File: config.mk
export PLATFORM = sky130hd
export DESIGN_NAME = btn_debounce_pulse
export DESIGN_NICKNAME = d
export VERILOG_FILES = /design/src/rtl/btn_pkg.sv /design/src/rtl/debounce_cell.sv /design/src/rtl/btn_debounce_pulse.sv
export SDC_FILE = /design/constraint.sdc
export NUM_CORES = 1
export LEC_CHECK = 0
export ABC_AREA = 1
export BUFFER_PORTS_ARGS = -buffer_cell sky130_fd_sc_hd__buf_2
export CORE_ASPECT_RATIO = 1.75
export CORE_UTILIZATION = 49
export DETAILED_ROUTE_END_ITERATION = 16
export GPL_ROUTABILITY_DRIVEN = 0
export PLACE_DENSITY = 0.82
export SLEW_MARGIN = 10
export SYNTH_ARGS = -nofsm -noshare
export SYNTH_HDL_FRONTEND = slang
export SYNTH_HIERARCHICAL = 1
export SYNTH_SLANG_ARGS = --single-unit
File: constraint.sdc
create_clock -name clock -period 1.32 [get_ports clock]
set_input_delay 0.396 -clock clock [delete_from_list [all_inputs] [get_ports clock]]
set_output_delay 0.396 -clock clock [all_outputs]
set_load 0.01 [all_outputs]
File: src/rtl/btn_pkg.sv
// Shared definitions for the button conditioner and the downstream ALU stage:
// debounce FSM state encoding and button index assignments.
package btn_pkg;

  typedef enum logic [1:0] {
    IDLE_LOW  = 2'd0,
    CHK_HIGH  = 2'd1,
    IDLE_HIGH = 2'd2,
    CHK_LOW   = 2'd3
  } db_state_t;

  localparam int unsigned BTN_A  = 2;
  localparam int unsigned BTN_B  = 1;
  localparam int unsigned BTN_OP = 0;

endpackage

File: src/rtl/debounce_cell.sv
// One button: 2-flop synchroniser, stability counter and debounce FSM.
// accept is combinational and high on the edge that commits a press.
module debounce_cell
  import btn_pkg::*;
#(
  parameter int unsigned DEBOUNCE_CYCLES = 4
) (
  input  logic clock,
  input  logic reset,
  input  logic raw,
  output logic accept,
  output logic level
);

  localparam int unsigned CW = $clog2(DEBOUNCE_CYCLES);
  localparam logic [CW-1:0] LAST = CW'(DEBOUNCE_CYCLES - 1);

  logic          meta;
  logic          sync;
  db_state_t     state;
  db_state_t     state_next;
  logic [CW-1:0] cnt;
  logic [CW-1:0] cnt_next;

  always_ff @(posedge clock) begin
    if (reset) begin
      meta  <= 1'b0;
      sync  <= 1'b0;
      state <= IDLE_LOW;
      cnt   <= '0;
    end else begin
      meta  <= raw;
      sync  <= meta;
      state <= state_next;
      cnt   <= cnt_next;
    end
  end

  // Counter is cleared on every entry to an IDLE state, so it never exceeds LAST.
  always_comb begin
    state_next = state;
    cnt_next   = cnt;
    accept     = 1'b0;
    case (state)
      IDLE_LOW: begin
        if (sync) begin
          state_next = CHK_HIGH;
          cnt_next   = CW'(1);
        end else begin
          cnt_next = '0;
        end
      end
      CHK_HIGH: begin
        if (!sync) begin
          state_next = IDLE_LOW;
          cnt_next   = '0;
        end else if (cnt == LAST) begin
          state_next = IDLE_HIGH;
          cnt_next   = '0;
          accept     = 1'b1;
        end else begin
          cnt_next = cnt + CW'(1);
        end
      end
      IDLE_HIGH: begin
        if (!sync) begin
          state_next = CHK_LOW;
          cnt_next   = CW'(1);
        end else begin
          cnt_next = '0;
        end
      end
      CHK_LOW: begin
        if (sync) begin
          state_next = IDLE_HIGH;
          cnt_next   = '0;
        end else if (cnt == LAST) begin
          state_next = IDLE_LOW;
          cnt_next   = '0;
        end else begin
          cnt_next = cnt + CW'(1);
        end
      end
      default: begin
        state_next = IDLE_LOW;
        cnt_next   = '0;
      end
    endcase
  end

  assign level = (state == IDLE_HIGH) || (state == CHK_LOW);

endmodule

File: src/rtl/btn_debounce_pulse.sv
// Board input conditioner: debounced one-hot press pulses with a switch
// snapshot aligned to each pulse, feeding the ALU stage directly.
module btn_debounce_pulse
  import btn_pkg::*;
#(
  parameter int unsigned N_BUTTONS       = 3,
  parameter int unsigned N_SW            = 6,
  parameter int unsigned DEBOUNCE_CYCLES = 4
) (
  input  logic                 clock,
  input  logic                 reset,
  input  logic [N_BUTTONS-1:0] i_buttons_raw,
  input  logic [N_SW-1:0]      i_SWs_raw,
  output logic [N_BUTTONS-1:0] o_buttons,
  output logic [N_SW-1:0]      o_SWs,
  output logic                 o_collision
);

  logic [N_BUTTONS-1:0] accept;
  logic [N_BUTTONS-1:0] unused_level;
  logic [N_SW-1:0]      sw_meta;
  logic [N_SW-1:0]      sw_sync;
  logic [N_BUTTONS-1:0] winner;
  logic                 multi;
  logic                 seen;

  for (genvar g = 0; g < int'(N_BUTTONS); g++) begin : g_cell
    debounce_cell #(
      .DEBOUNCE_CYCLES(DEBOUNCE_CYCLES)
    ) u_cell (
      .clock (clock),
      .reset (reset),
      .raw   (i_buttons_raw[g]),
      .accept(accept[g]),
      .level (unused_level[g])
    );
  end

  // Ascending scan: the highest accepted index overwrites lower ones (A > B > OP).
  always_comb begin
    winner = '0;
    multi  = 1'b0;
    seen   = 1'b0;
    for (int unsigned i = 0; i < N_BUTTONS; i++) begin
      if (accept[i]) begin
        winner    = '0;
        winner[i] = 1'b1;
        if (seen) multi = 1'b1;
        seen = 1'b1;
      end
    end
  end

  always_ff @(posedge clock) begin
    if (reset) begin
      sw_meta     <= '0;
      sw_sync     <= '0;
      o_buttons   <= '0;
      o_SWs       <= '0;
      o_collision <= 1'b0;
    end else begin
      sw_meta     <= i_SWs_raw;
      sw_sync     <= sw_meta;
      o_buttons   <= winner;
      o_collision <= multi;
      if (|winner) o_SWs <= sw_sync;
    end
  end

endmodule

# Yosys cells after proc, flatten, opt, wreduce, memory -nomap -nowiden
# Cells that the tools add are included.
dict set report totals {
  register_bits 40
  input_bits 11
  output_inout_bits 10
  word_cells 108
}
dict set report op_classes {
  n_addsub 3
  n_eq_ne 24
  muxes 57
  reduce_logical 7
}
# operator count
set ops {}
lappend ops {{2-bit two-way mux} 27}
lappend ops {{2-bit one-hot mux with 4 select lines} 6}
lappend ops {{1-bit two-way mux} 22}
lappend ops {{2-bit == test (second input constant)} 9}
lappend ops {{4-bit AND reduction} 3}
lappend ops {{3-bit by 1-bit inequality test with 1-bit output (second input constant)} 3}
lappend ops {{3-bit inequality test (second input constant)} 3}
lappend ops {{2-bit by 1-bit adder with 2-bit output (second input constant)} 3}
lappend ops {{2-bit by 1-bit == test with 1-bit output (second input constant)} 3}
lappend ops {{2-bit zero test} 3}
lappend ops {{3-bit two-way mux} 2}
lappend ops {{2-bit by 1-bit inequality test with 1-bit output (second input constant)} 3}
lappend ops {{2-bit inequality test (second input constant)} 3}
lappend ops {{3-bit OR reduction} 1}

# Logic depth before layout (Yosys ltp)
dict set report logic_depth {
  depth_word 9
  depth_mapped 8
  ltp_nobuf 7
}

# Modules after synthesis
# Netlist, hierarchy kept.
# module n_inst cells_per_inst area_per_inst_um2 seq_area_each_um2
set by_module_without_submodules {}
lappend by_module_without_submodules {btn_debounce_pulse 1 91 742.0 440.4}
lappend by_module_without_submodules {{debounce_cell (g_cell[0].u_cell ...)} 2 33 247.7 120.1}
lappend by_module_without_submodules {{debounce_cell (g_cell[2].u_cell)} 1 31 236.5 120.1}

# Worst setup path after synthesis
# Ideal clock, no wire load.
dict set report synth_timing {
  path_kind {register to register}
  from {register g_cell[1].u_cell.cnt[0]}
  to {register o_SWs[0]}
  setup_ns 0.115
  t_arrival_ns 1.340
  required_ns 1.205
  setup_slack_ns -0.135
  stages_incl_launch_ff 8
  path_buffers 1
  synth_period_minus_slack_ns 1.455
  cell_sequence {dfxtp_1 ha_1 inv_1 nor3_1 nor2_4 buf_6 a21oi_1 nor2_1}
}
dict set report synth_via {
  elab_chain_cells 7
}
# element line_no
set synth_rtl {}
lappend synth_rtl {{start: declaration} debounce_cell.sv:22} ;# logic [CW-1:0] cnt;
lappend synth_rtl {{start signal: assignment} debounce_cell.sv:35} ;# cnt <= cnt_next;
lappend synth_rtl {{2-bit == test} debounce_cell.sv:57} ;# end else if (cnt == LAST) begin
lappend synth_rtl {{1-bit two-way mux} debounce_cell.sv:57}
lappend synth_rtl {{1-bit two-way mux} debounce_cell.sv:54} ;# if (!sync) begin
lappend synth_rtl {{1-bit two-way mux} debounce_cell.sv:44} ;# case (state)
lappend synth_rtl {{named net accept[1]} btn_debounce_pulse.sv:19} ;# logic [N_BUTTONS-1:0] accept;
lappend synth_rtl {{3-bit two-way mux (2 in a row)} btn_debounce_pulse.sv:45} ;# if (accept[i]) begin
lappend synth_rtl {{3-bit OR reduction} btn_debounce_pulse.sv:66} ;# if (|winner) o_SWs <= sw_sync;
lappend synth_rtl {{end signal: assignment} btn_debounce_pulse.sv:66}
lappend synth_rtl {{end: declaration} btn_debounce_pulse.sv:15} ;# output logic [N_SW-1:0] o_SWs,
# The timed path passes the listed nets, and every way through them passes these cells.
# A chain may end at the register's enable or synchronous reset.

# Worst setup path in the final report
dict set report layout_timing {
  from {register g_cell[1].u_cell.cnt[0]}
  to {register o_SWs[3]}
}
# Same word-level chain as after synthesis.

==> results.rst <==
.. list-table::
   :header-rows: 1

   * - Metric
     - Value
   * - Outcome
     - complete, no violations
   * - Horizontal extent of the die
     - around 43 um
   * - Fmax
     - between 700 and 800 MHz
   * - Floorplan row count
     - 25
   * - Buffer type at the clock tree root
     - clkbuf_8
   * - Maximum clock skew at final layout
     - 0.006609 ns
   * - Layout overhead on the synthesized area
     - 23.01%
   * - Hold Path Cell Cnt
     - 3
   * - R2R setup slack
     - roughly 0.018 ns
   * - Number of cells on the critical path
     - 8
   * - Worst r2r dst
     - o_SWs[3]$_SDFFE_PP0P_
   * - Kind of capture point of the worst setup path
     - flip-flop
   * - Setup repair after global routing missed its margin
     - true
   * - Clock buffer count from CTS
     - 5
   * - H-tree levels
     - 2
   * - Final HPWL from detailed placement
     - 1.524 mm
   * - Area of the core
     - roughly 2800 um^2
   * - Worst endpoint required time
     - ~1.5 ns
   * - Kind of path behind the tightest hold check
     - input port to flip-flop
   * - Buffers from clock root to sink, at most
     - 2
   * - Drt pass-1 iters
     - 4
   * - Number of buffers and inverters on the critical path
     - 2
   * - Number of antenna violations at the first check in global routing
     - 0
   * - TritonCTS clock tree
     - done
   * - Total count of max-transition violations in the final report
     - 0
   * - Count of max-cap constraint violations
     - 0
   * - Final global-route overflow total
     - 0
   * - Library cell contributing the largest single delay on the critical path
     - dfxtp_1
   * - Final Instance Count excl. Fillers
     - about 240
   * - Critical R2R Launch
     - g_cell[1].u_cell/cnt[0]$_SDFF_PP0_
   * - Vias in the first global route
     - between 1000 and 1500
   * - Cell count of the worst reg-to-reg path
     - 8
   * - Input/output buffers
     - 20
   * - Power density cells
     - between 1000 and 1500 nW/um^2
   * - Synthesized Nets
     - just under 200
   * - Via-to-Cell Ratio
     - ~4.6
   * - Minimum clock period after layout
     - approximately 1.3 ns
   * - Vias
     - between 1000 and 1500
   * - Endpoint arrival time on the critical path
     - ~1.5 ns
   * - Endpoint with the worst hold slack
     - sw_meta[0]$_SDFF_PP0_
   * - Number of cells after detailed placement
     - approximately 230
   * - Final setup violation count
     - 0
   * - Netlist area before placement
     - roughly 1500 um^2
   * - Largest net degree at the start of global routing
     - 15
   * - Cell-by-cell trace of the critical path
     - ha_1, inv_2, nor3_4, buf_4, nor2_4, nand3_1, nand2_1, nor2_1
   * - # DRC
     - 0
   * - Total Routed Length
     - 2.268 mm
   * - Startpoint of the worst hold path
     - i_SWs_raw[0]
   * - Global-route wire length before repair
     - about 3.8 mm
   * - Post-synthesis instance total
     - between 150 and 200
   * - Peak supply drop
     - 1035 uV
   * - Maximum net fanout on the critical path
     - 7
   * - Leakage power
     - between 0.9 and 1 nW
   * - Effective utilization at floorplan
     - about 53%
   * - Tot Pwr
     - approximately 2.3 mW
   * - Share of cells above drive strength 1
     - a little over a quarter
   * - Total number of nets in the final design
     - 230
   * - Clock insertion delay at the later pin of the skew report
     - about 0.29 ns
   * - Routed wirelength normalized by instance count
     - just over 9 um
   * - Critical Path Max Stage Delay
     - slightly above 0.3 ns
   * - Final hold viol count
     - 0
   * - Antenna fix cells
     - 0
   * - Fin crit share
     - around 99%
   * - Count of synthesis-stage warnings from yosys
     - 6
   * - Post-DRT Antenna Nets
     - 0
   * - Post-synthesis average cell area
     - roughly 7.9 um^2
   * - Die outline area
     - roughly 3200 um^2
   * - Number of clock sinks
     - 40
   * - Slew at the pin closest to its max-slew limit
     - between 0.3 and 0.4 ns
   * - Die Y-Extent
     - about 74 um
   * - Kind of launch point of the worst setup path
     - flip-flop
   * - Clk slew on worst S/H paths
     - about 0.080 ns
   * - GRT Overall Usage
     - 15.49%
   * - Number of violations reported at the end of detailed-routing iteration 0
     - 20
   * - Io pins
     - 21
   * - Family of cells with the greatest summed delay on the critical path
     - simple AND/OR/NAND/NOR gates
   * - Worst relative slew slack
     - roughly 78%
   * - Critical Setup Path Class
     - flip-flop to flip-flop
==> worst max-delay path by stage <==
stage,startpoint,to,slack (ns)
final,g_cell[1].u_cell/cnt[0]$_SDFF_PP0_,o_SWs[3]$_SDFFE_PP0P_,0.02
after global routing,g_cell[2].u_cell/cnt[0]$_SDFF_PP0_,o_SWs[3]$_SDFFE_PP0P_,-0.08
after CTS,g_cell[0].u_cell/cnt[0]$_SDFF_PP0_,o_SWs[1]$_SDFFE_PP0P_,0.0001
after detailed placement,g_cell[0].u_cell/cnt[0]$_SDFF_PP0_,o_SWs[1]$_SDFFE_PP0P_,-0.08
after global placement,g_cell[0].u_cell/cnt[0]$_SDFF_PP0_,o_SWs[0]$_SDFFE_PP0P_,-0.008
after floorplan,g_cell[1].u_cell/cnt[0]$_SDFF_PP0_,o_SWs[0]$_SDFFE_PP0P_,0.02
==> metal layers <==
| layer | vias up | wire (um) | GRT usage, % |
|---|---|---|---|
| met4 | 0 | 55 | 7.744 |
| met1 | 494 | 893 | 14.18 |
| met2 | 19 | 1239 | 29.19 |
| li1 | 606 | - | - |
| met5 | - | 0 | 0 |
| met3 | 6 | 80 | 5.340 |
==> through the flow <==
| step | setup slack [ns] | hold WS [ns] | utilization [%] | TNS, ns | area (um^2) |
|---|---|---|---|---|---|
| after floorplan | 0.01723 | 0.3883 | - | 0 | 1484 |
| after global placement | -0.008141 | 0.3905 | 58.95 | -0.01321 | 1623 |
| after detailed placement | -0.08263 | 0.3952 | 58.95 | -0.3222 | 1623 |
| after CTS | 0.0001295 | 0.2996 | 63.45 | 0 | 1747 |
| after global routing | -0.08416 | 0.3091 | 65.36 | -0.4616 | 1799 |
| final | 0.01750 | 0.3085 | 65.36 | 0 | 1799 |
==> cell type report <==
class                      count  area (um^2)
timing repair buffer          27        152.6
sequential                    40        803.3
clock buffer                   6        72.57
fill                         241        953.4
clock inverter                 2        35.03
tap                           27        33.78
inverter                      42        157.7
multi-input combinational    100        544.3
==> worst register-to-register path: cells and delay by family (launching register included) <==
| family | cells | cell delay, ns |
|---|---|---|
| flops | 1 | 0.31 |
| buf+inv | 2 | 0.22 |
| simple gates | 5 | 0.45 |
| fa+ha+maj | 1 | 0.22 |
==> sequential cells by signal, indices dropped and copies added (netlist names), named ones only <==
name and cells:
sw_sync 6, o_collision 1, g_cell.u_cell/sync 3, g_cell.u_cell/state 3, o_SWs 6, o_buttons 3, sw_meta 6, g_cell.u_cell/cnt 6
g_cell.u_cell/meta 3
==> report_power, final <==
part | switching (mW) | internal (mW) | total, mW
Combinational | 0.0598 | 0.0426 | 0.102
Clock | 0.395 | 0.561 | 0.956
Sequential | 0.0169 | 1.24 | 1.26
==> cells in the final DEF, fill, tap and decap left out, drive strengths merged <==
cell type / count
o211ai: 2
nor2: 43
nand3: 8
a21oi: 11
nor3: 4
ha: 3
bufinv: 1
dfxtp: 40
clkinv: 1
buf: 27
clkbuf: 6
nand2: 29
inv: 42
==> what timing repair did <==
item	CTS	global route
setup endpoints to repair	6	8
setup buffers	0	2
hold buffers	0	0
gates resized for setup	4	9
pin swaps	0	7
gates cloned	0	1
Note: power is estimated with default switching activity, not from simulation.
